--- config.mk ---
export PLATFORM = sky130hd
export DESIGN_NAME = window_gen_2x2
export DESIGN_NICKNAME = d
export VERILOG_FILES = /design/src/rtl/conv_pkg.sv /design/src/rtl/line_buffer.sv /design/src/rtl/window_gen_2x2.sv
export SDC_FILE = /design/constraint.sdc
export NUM_CORES = 1
export LEC_CHECK = 0
export CAP_MARGIN = 20
export CORE_ASPECT_RATIO = 1.75
export CORE_MARGIN = 5
export CORE_UTILIZATION = 50
export CTS_CLUSTER_DIAMETER = 30
export DETAILED_ROUTE_END_ITERATION = 7
export GPL_TIMING_DRIVEN = 0
export PLACE_DENSITY = 0.82
export SLEW_MARGIN = 20
export SYNTH_ARGS = -nofsm -noshare
export SYNTH_HDL_FRONTEND = slang
export SYNTH_SLANG_ARGS = --single-unit
export TNS_END_PERCENT = 20
--- constraint.sdc ---
create_clock -name clk -period 1.7 [get_ports clk]
set_clock_uncertainty 0.05 [all_clocks]
set_input_delay 0.17 -clock clk [delete_from_list [all_inputs] [get_ports clk]]
set_output_delay 0.17 -clock clk [all_outputs]
set_load 0.005 [all_outputs]
--- src/rtl/conv_pkg.sv ---
// Types and constants shared by the 2x2 convolution engine and its window feeder.
// Lane order matches the engine's byte-serial load order: lane 0 is shifted in first.
package conv_pkg;

    localparam int PIX_W = 8;
    localparam int LANES = 4;

    typedef logic [LANES-1:0][PIX_W-1:0] window_t;

    localparam int LANE_TL = 0;
    localparam int LANE_TR = 1;
    localparam int LANE_BL = 2;
    localparam int LANE_BR = 3;

endpackage

--- src/rtl/line_buffer.sv ---
// Fixed-length pixel delay line: dout is the pixel shifted in DEPTH accepts ago.
// With DEPTH equal to the line width, that is the pixel directly above.
module line_buffer #(
    parameter int DEPTH = 8,
    parameter int WIDTH = 8
) (
    input  logic             clk,
    input  logic             rst_n,
    input  logic             shift_en,
    input  logic [WIDTH-1:0] din,
    output logic [WIDTH-1:0] dout
);

    logic [DEPTH-1:0][WIDTH-1:0] mem_q, mem_d;

    always_comb begin
        mem_d = mem_q;
        if (shift_en) begin
            mem_d[0] = din;
            for (int i = 1; i < DEPTH; i++) begin
                mem_d[i] = mem_q[i-1];
            end
        end
    end

    always_ff @(posedge clk or negedge rst_n) begin
        if (!rst_n) begin
            mem_q <= '0;
        end else begin
            mem_q <= mem_d;
        end
    end

    assign dout = mem_q[DEPTH-1];

endmodule

--- src/rtl/window_gen_2x2.sv ---
// Turns a raster pixel stream into every overlapping 2x2 window (stride 1),
// lane-packed for the convolution engine, behind a single-stage output register.
module window_gen_2x2 #(
    parameter int IMG_WIDTH = 8,
    parameter int PIX_W     = conv_pkg::PIX_W
) (
    input  logic               clk,
    input  logic               rst_n,
    input  logic [PIX_W-1:0]   pix_in,
    input  logic               pix_valid,
    input  logic               pix_sof,
    output logic               pix_ready,
    output logic [4*PIX_W-1:0] win_data,
    output logic               win_valid,
    output logic               win_eol,
    input  logic               win_ready
);

    import conv_pkg::*;

    localparam int COL_W = (IMG_WIDTH > 1) ? $clog2(IMG_WIDTH) : 1;
    localparam logic [COL_W-1:0] COL_LAST = COL_W'(IMG_WIDTH - 1);

    logic [COL_W-1:0]            col_q, col_d, col_eff;
    logic                        first_row_q, first_row_d, first_eff;
    logic [PIX_W-1:0]            left_cur_q, left_cur_d;
    logic [PIX_W-1:0]            left_above_q, left_above_d;
    logic [PIX_W-1:0]            above;
    logic [LANES-1:0][PIX_W-1:0] win_q, win_d;
    logic                        win_valid_q, win_valid_d;
    logic                        win_eol_q, win_eol_d;
    logic                        accept, produce, at_last;

    assign pix_ready = !win_valid_q || win_ready;
    assign accept    = pix_valid && pix_ready;

    line_buffer #(
        .DEPTH (IMG_WIDTH),
        .WIDTH (PIX_W)
    ) u_line_buffer (
        .clk      (clk),
        .rst_n    (rst_n),
        .shift_en (accept),
        .din      (pix_in),
        .dout     (above)
    );

    always_comb begin
        // sof re-labels the beat being accepted as (0,0); counters restart from it
        col_eff   = pix_sof ? '0 : col_q;
        first_eff = pix_sof ? 1'b1 : first_row_q;
        at_last   = (col_eff == COL_LAST);
        produce   = accept && !first_eff && (col_eff != '0);

        col_d        = col_q;
        first_row_d  = first_row_q;
        left_cur_d   = left_cur_q;
        left_above_d = left_above_q;
        win_d        = win_q;
        win_valid_d  = win_valid_q;
        win_eol_d    = win_eol_q;

        if (accept) begin
            col_d        = at_last ? '0 : col_eff + 1'b1;
            first_row_d  = first_eff && !at_last;
            left_cur_d   = pix_in;
            left_above_d = above;
        end

        if (produce) begin
            win_valid_d      = 1'b1;
            win_eol_d        = at_last;
            win_d[LANE_TL]   = left_above_q;
            win_d[LANE_TR]   = above;
            win_d[LANE_BL]   = left_cur_q;
            win_d[LANE_BR]   = pix_in;
        end else if (win_valid_q && win_ready) begin
            win_valid_d = 1'b0;
            win_eol_d   = 1'b0;
        end
    end

    always_ff @(posedge clk or negedge rst_n) begin
        if (!rst_n) begin
            col_q        <= '0;
            first_row_q  <= 1'b1;
            left_cur_q   <= '0;
            left_above_q <= '0;
            win_q        <= '0;
            win_valid_q  <= 1'b0;
            win_eol_q    <= 1'b0;
        end else begin
            col_q        <= col_d;
            first_row_q  <= first_row_d;
            left_cur_q   <= left_cur_d;
            left_above_q <= left_above_d;
            win_q        <= win_d;
            win_valid_q  <= win_valid_d;
            win_eol_q    <= win_eol_d;
        end
    end

    assign win_data  = win_q;
    assign win_valid = win_valid_q;
    assign win_eol   = win_eol_q;

endmodule
==> results of run 1 <==
[registers in the layout, indices dropped and copies added (netlist names)]
signal and cells:
first_row_q 1, left_above_q 8, u_line_buffer.dout 8, win_data 32, win_valid 1, win_eol 1, u_line_buffer.mem_q 56, col_q 3
[per-stage QoR]
stage	TNS, ns	area, um^2	total power [W]	cells	worst slack (ns)
floorplan	0	4380	0.00452	249	0.108
global placement	-405.73	4990	0.00497	413	-3.51
detailed placement	-26.22	5020	0.00509	414	-0.526
CTS	-1.25	5530	0.00744	440	-0.0693
global route	-3.65	5580	0.00776	441	-0.145
finish	-1.96	5580	0.00740	441	-0.0972
[layout by cell type (no fill, tap or decap), types with 3 or more instances in the layout]
cell type / count
buf_6: 8
clkbuf_16: 10
buf_4: 6
buf_16: 3
clkdlybuf4s50_1: 44
mux2_2: 69
dfrtp_1: 109
buf_12: 3
clkbuf_8: 3
mux2_4: 39
[metal layers]
| metal | vias up | wire length [um] | global-route usage (%) | part of all wire [%] |
|---|---|---|---|---|
| met1 | 1125 | 2960 | 17.0 | 40 |
| li1 | 1012 | - | - | - |
| met4 | 0 | 196 | 6.48 | 2.7 |
| met2 | 34 | 4000 | 25.0 | 54 |
| met5 | - | 0 | 0 | 0 |
| met3 | 15 | 206 | 3.72 | 2.8 |
[cell type report]
| type | instances | area (um^2) | share of cell area, % |
|---|---|---|---|
| flip-flops and latches | 110 | 2750 | 49.3 |
| clock buffers | 12 | 267 | 4.77 |
| well taps | 117 | 146 | 2.62 |
| inverters | 4 | 15.0 | 0.269 |
| clock inverters | 4 | 77.6 | 1.39 |
| repair buffers | 59 | 656 | 11.7 |
| multi-input cells | 123 | 1530 | 27.3 |
| plain buffers | 12 | 140 | 2.51 |
[repair_timing]
item / CTS / global route
pin swaps: 2 / 3
hold endpoints to repair: 28 / 0
setup endpoints to repair: 31 / 34
buffers inserted: 8 / 0
cloned: 2 / 1
gates resized for setup: 13 / 5
hold buffers: 1 / 0
[report_power, final]
part           internal, W  leakage [nW]  switching (W)
logic             0.000960          1.06       0.000388
registers          0.00333          1.36       0.000404
clock network      0.00142         0.169       0.000898
total              0.00571          2.60        0.00169
[logic make-up after synthesis]
kind of cell,after synthesis,synth area share [%]
mux,108,31.1
flops,110,62.9
compound gates,6,1.29
fa+ha+maj,3,0.858
buf+inv,16,3.06
simple gates,6,0.801
[final timing paths]
check	start	end	slack, ns
worst max-delay path	col_q[1]	win_data[17]	-0.1
worst min-delay path	rst_n	win_data[31]	0.21
worst max register to register	col_q[1]	win_data[17]	-0.1
worst min register to register	left_above_q[7]	win_data[7]	0.45
max in group asynchronous	rst_n	win_data[13]	0.71
min in group clk	pix_sof	first_row_q	0.31
==> out/metrics.csv, run 1 <==
metric,value,unit
min Tclk post-route,1.80,ns
GPL Wtd Cong,0.700,
Least-Margin Pin Slew,0.394,ns
htree depth,3,
chip height,134,um
nets,335,
Max Clk Rate,556,MHz
vias per cell,4.96,
Crit Path Max Fanout,5,
"delay-heaviest family, CP",flip-flops,
sequential share of the synthesized area,62.9,%
#FFs+latches synth,110,
num ports,48,
worst setup margin,-0.0972,ns
starting density of the core,50.8,%
"top cells by count, synth","109 x dfrtp_1, 70 x mux2_2, 38 x mux2_4",
Critical Path RT,1.87,ns
Cell Pwr Density,1330,mW/mm^2
slowest CP cell,dfrtp_1,
most frequent cell after synthesis,dfrtp_1,
vias,2186,
Tcrit/Tclk final,106,%
worst r2r path cells,7,
core area,0.00861,mm^2
unrepaired setup endpoints after global routing,true,
number of distinct library cells after synthesis,17,
Post-synth top flop,dfrtp_1,
antenna violations before repair,0,
failing checks,negative setup slack,
Crit Path Category,reg -> reg,
worst skew pair latency,0.34,ns
Residual DRC,0,
CTS tree,yes,
Mapped Avg Cell Area,17.6,um^2
DP HPWL,4790,um
fin util,64.8,%
Async SR Flop Fraction,100,%
Post-synth EDFFs,0,
top post-synthesis cells by area,"dfrtp_1 62%, mux2_2 18%, mux2_4 13%",
worst hold slack,0.212,ns
share of the synthesized area in the top cell type,62.3,%
diode count,0,
peak supply drop,0.000956,V
mapped cell area,0.00438,mm^2
largest net degree at the start of global routing,83,
Final setup viols,30,
TritonRoute pass-1 iters,4,
final slew viol count,0,
"area leader, netlist",dfrtp_1,
GRT Total Usage,14.7,%
DRT antenna net count,0,
MaxCap Viol Count,0,
clk sink count,110,
hold crit path type,in -> async,
vias in the first global route,2397,
Slew headroom,73.7,%
crit-path max cell delay,0.39,ns
first-pass GRT wire length,11900,um
CTS Root Cell,clkbuf_16,
WL per Instance,16.7,um
Area Growth Syn to Fin,27.6,%
DRT iter0 DRCs,64,
Num CTS Buffers,9,
Fill cells,611,
Die Area,0.0108,mm^2
"CTS clk-pin slew, worst paths",0.07,ns
drt total wl,7370,um
IO Port Bufs,47,
die span in x,80.7,um
share of cells above drive strength 1,48.5,%
critical-path cell list,"nand2b_1, ha_2, inv_2, o2111ai_4, buf_12, clkbuf_16, mux2_4",
Startpoint Class,register,
Rows,45,
CP Depth,7,
Critical Path AT,1.97,ns
syn nets,265,
Lkg Pwr,2.60,nW
YS warnings,0,
Syn Inst Count,249,
final hold violations,0,
status,finished with violations,
Clock Path Buffers,2,
grt total ovfl,0,
Worst Path Buf+Inv,3,
critical path endpoint category,register,
Power figures use the tool's default switching activity.
==> run 2: changes to the inputs <==
- HOLD_SLACK_MARGIN: not set -> 0.12
- SETUP_SLACK_MARGIN: not set -> 0.4
==> out/metrics.csv, run 2 (synthesized netlist as in run 1, its figures left out) <==
metric,value,unit
first-pass GRT wire length,13600,um
CTS tree,yes,
final hold violations,0,
final slew viol count,0,
MaxCap Viol Count,0,
num ports,48,
Num CTS Buffers,9,
unrepaired setup endpoints after global routing,true,
DP HPWL,4850,um
share of cells above drive strength 1,49.2,%
dpl cells,414,
Clock Path Buffers,2,
critical path endpoint category,register,
Die Area,0.0108,mm^2
worst hold slack,0.243,ns
clk sink count,110,
starting density of the core,50.8,%
IO Port Bufs,47,
hold crit path type,in -> async,
Cell Pwr Density,1310,mW/mm^2
register area,0.00275,mm^2
"CTS clk-pin slew, worst paths",0.07,ns
Fill cells,540,
diode count,0,
GR Util met1,20.4,%
WL per Instance,18.4,um
Max Clk Rate,563,MHz
status,finished with violations,
fin util,68.3,%
GRT Total Usage,16.9,%
nets,338,
M2 GR Usage,28.9,%
Worst R2R Start,col_q[1],
Critical Path RT,1.89,ns
Slew headroom,74.6,%
most frequent cells in the layout,"109 x dfrtp_1, 103 x mux2_4, 35 x dlygate4sd2_1, 11 x buf_12",
Crit Path Max Fanout,5,
footprint of the multi-input gates,0.00177,mm^2
Rows,45,
Area Growth Syn to Fin,34.5,%
met3 Use GR,3.59,%
antenna violations before repair,0,
Least-Margin Pin Slew,0.380,ns
CTS Root Cell,clkbuf_16,
worst r2r path cells,7,
DRT antenna net count,0,
Tcrit/Tclk final,105,%
Critical Path Start,col_q[1],
Final setup viols,33,
worst setup margin,-0.0766,ns
min Tclk post-route,1.78,ns
grt total ovfl,0,
Lkg Pwr,3.04,nW
Biggest register,u_line_buffer.mem_q,
failing checks,negative setup slack,
drt total wl,8180,um
Most Crowded Layer GR,met2,
"leading cell type in the layout, fill and taps excluded",dfrtp_1,
GPL Wtd Cong,0.717,
DRT iter0 DRCs,104,
flip-flop count of the largest register after layout,56,
Startpoint Class,register,
vias in the first global route,2525,
htree depth,3,
vias per cell,5.05,
Critical Path AT,1.96,ns
vias,2244,
largest net degree at the start of global routing,72,
worst skew pair latency,0.35,ns
TritonRoute pass-1 iters,4,
filler-free cell count of the finished design,444,
die span in x,80.7,um
Crit Path Category,reg -> reg,
chip height,134,um
peak supply drop,0.000908,V
core area,0.00861,mm^2
Residual DRC,0,
-- run 2: worst paths after layout --
kind	endpoint	slack, ns
max	win_data[29]	-0.08
min	win_data[22]	0.24
max reg2reg	win_data[29]	-0.08
min reg2reg	win_data[21]	0.45
max in group asynchronous	first_row_q	0.65
min in group clk	first_row_q	0.24
-- run 2: what timing repair did --
item	CTS	global route
hold buffers	1	0
setup endpoints to repair	143	110
endpoints found under the hold margin	109	0
gates resized for setup	144	3
pin swaps	4	5
setup buffers	8	2
gates cloned	2	1
-- run 2: critical path, cell delays in order, from the launching register on --
cell       delay, ns
dfrtp_1         0.38
nand2b_1        0.10
ha_2            0.18
inv_2           0.05
o2111ai_4       0.27
buf_12          0.18
clkbuf_16       0.16
mux2_4          0.29
-- run 2: power breakdown --
part	switching, W	internal (W)	leakage [nW]
combinational	0.000454	0.00119	1.53
sequential	0.000479	0.00334	1.36
clock	0.000933	0.00130	0.152
-- run 2: final cells by class --
type	instances	share of cell area [%]
inverter	4	0.298
multi-input combinational	123	30.1
clock buffer	9	3.83
buffer	12	3.85
sequential	110	46.8
timing repair buffer	62	11.0
tap	117	2.49
clock inverter	7	1.66
-- run 2: per-stage QoR --
stage	area, um^2	worst slack (ns)	TNS [ns]	power (W)
finish	5890	-0.0766	-1.57	0.00769
global route	5890	-0.128	-3.42	0.00804
CTS	5840	-0.0584	-0.863	0.00769
detailed placement	5020	-0.488	-24.89	0.00510
global placement	4990	-3.50	-404.90	0.00497
floorplan	4380	0.108	0	0.00452
-- run 2: metal layers --
metal  vias up  share of wire [%]
met5         -                  0
met4         0                1.7
met3        10                2.7
met2        35                 54
met1      1186                 41
li1       1013                  -
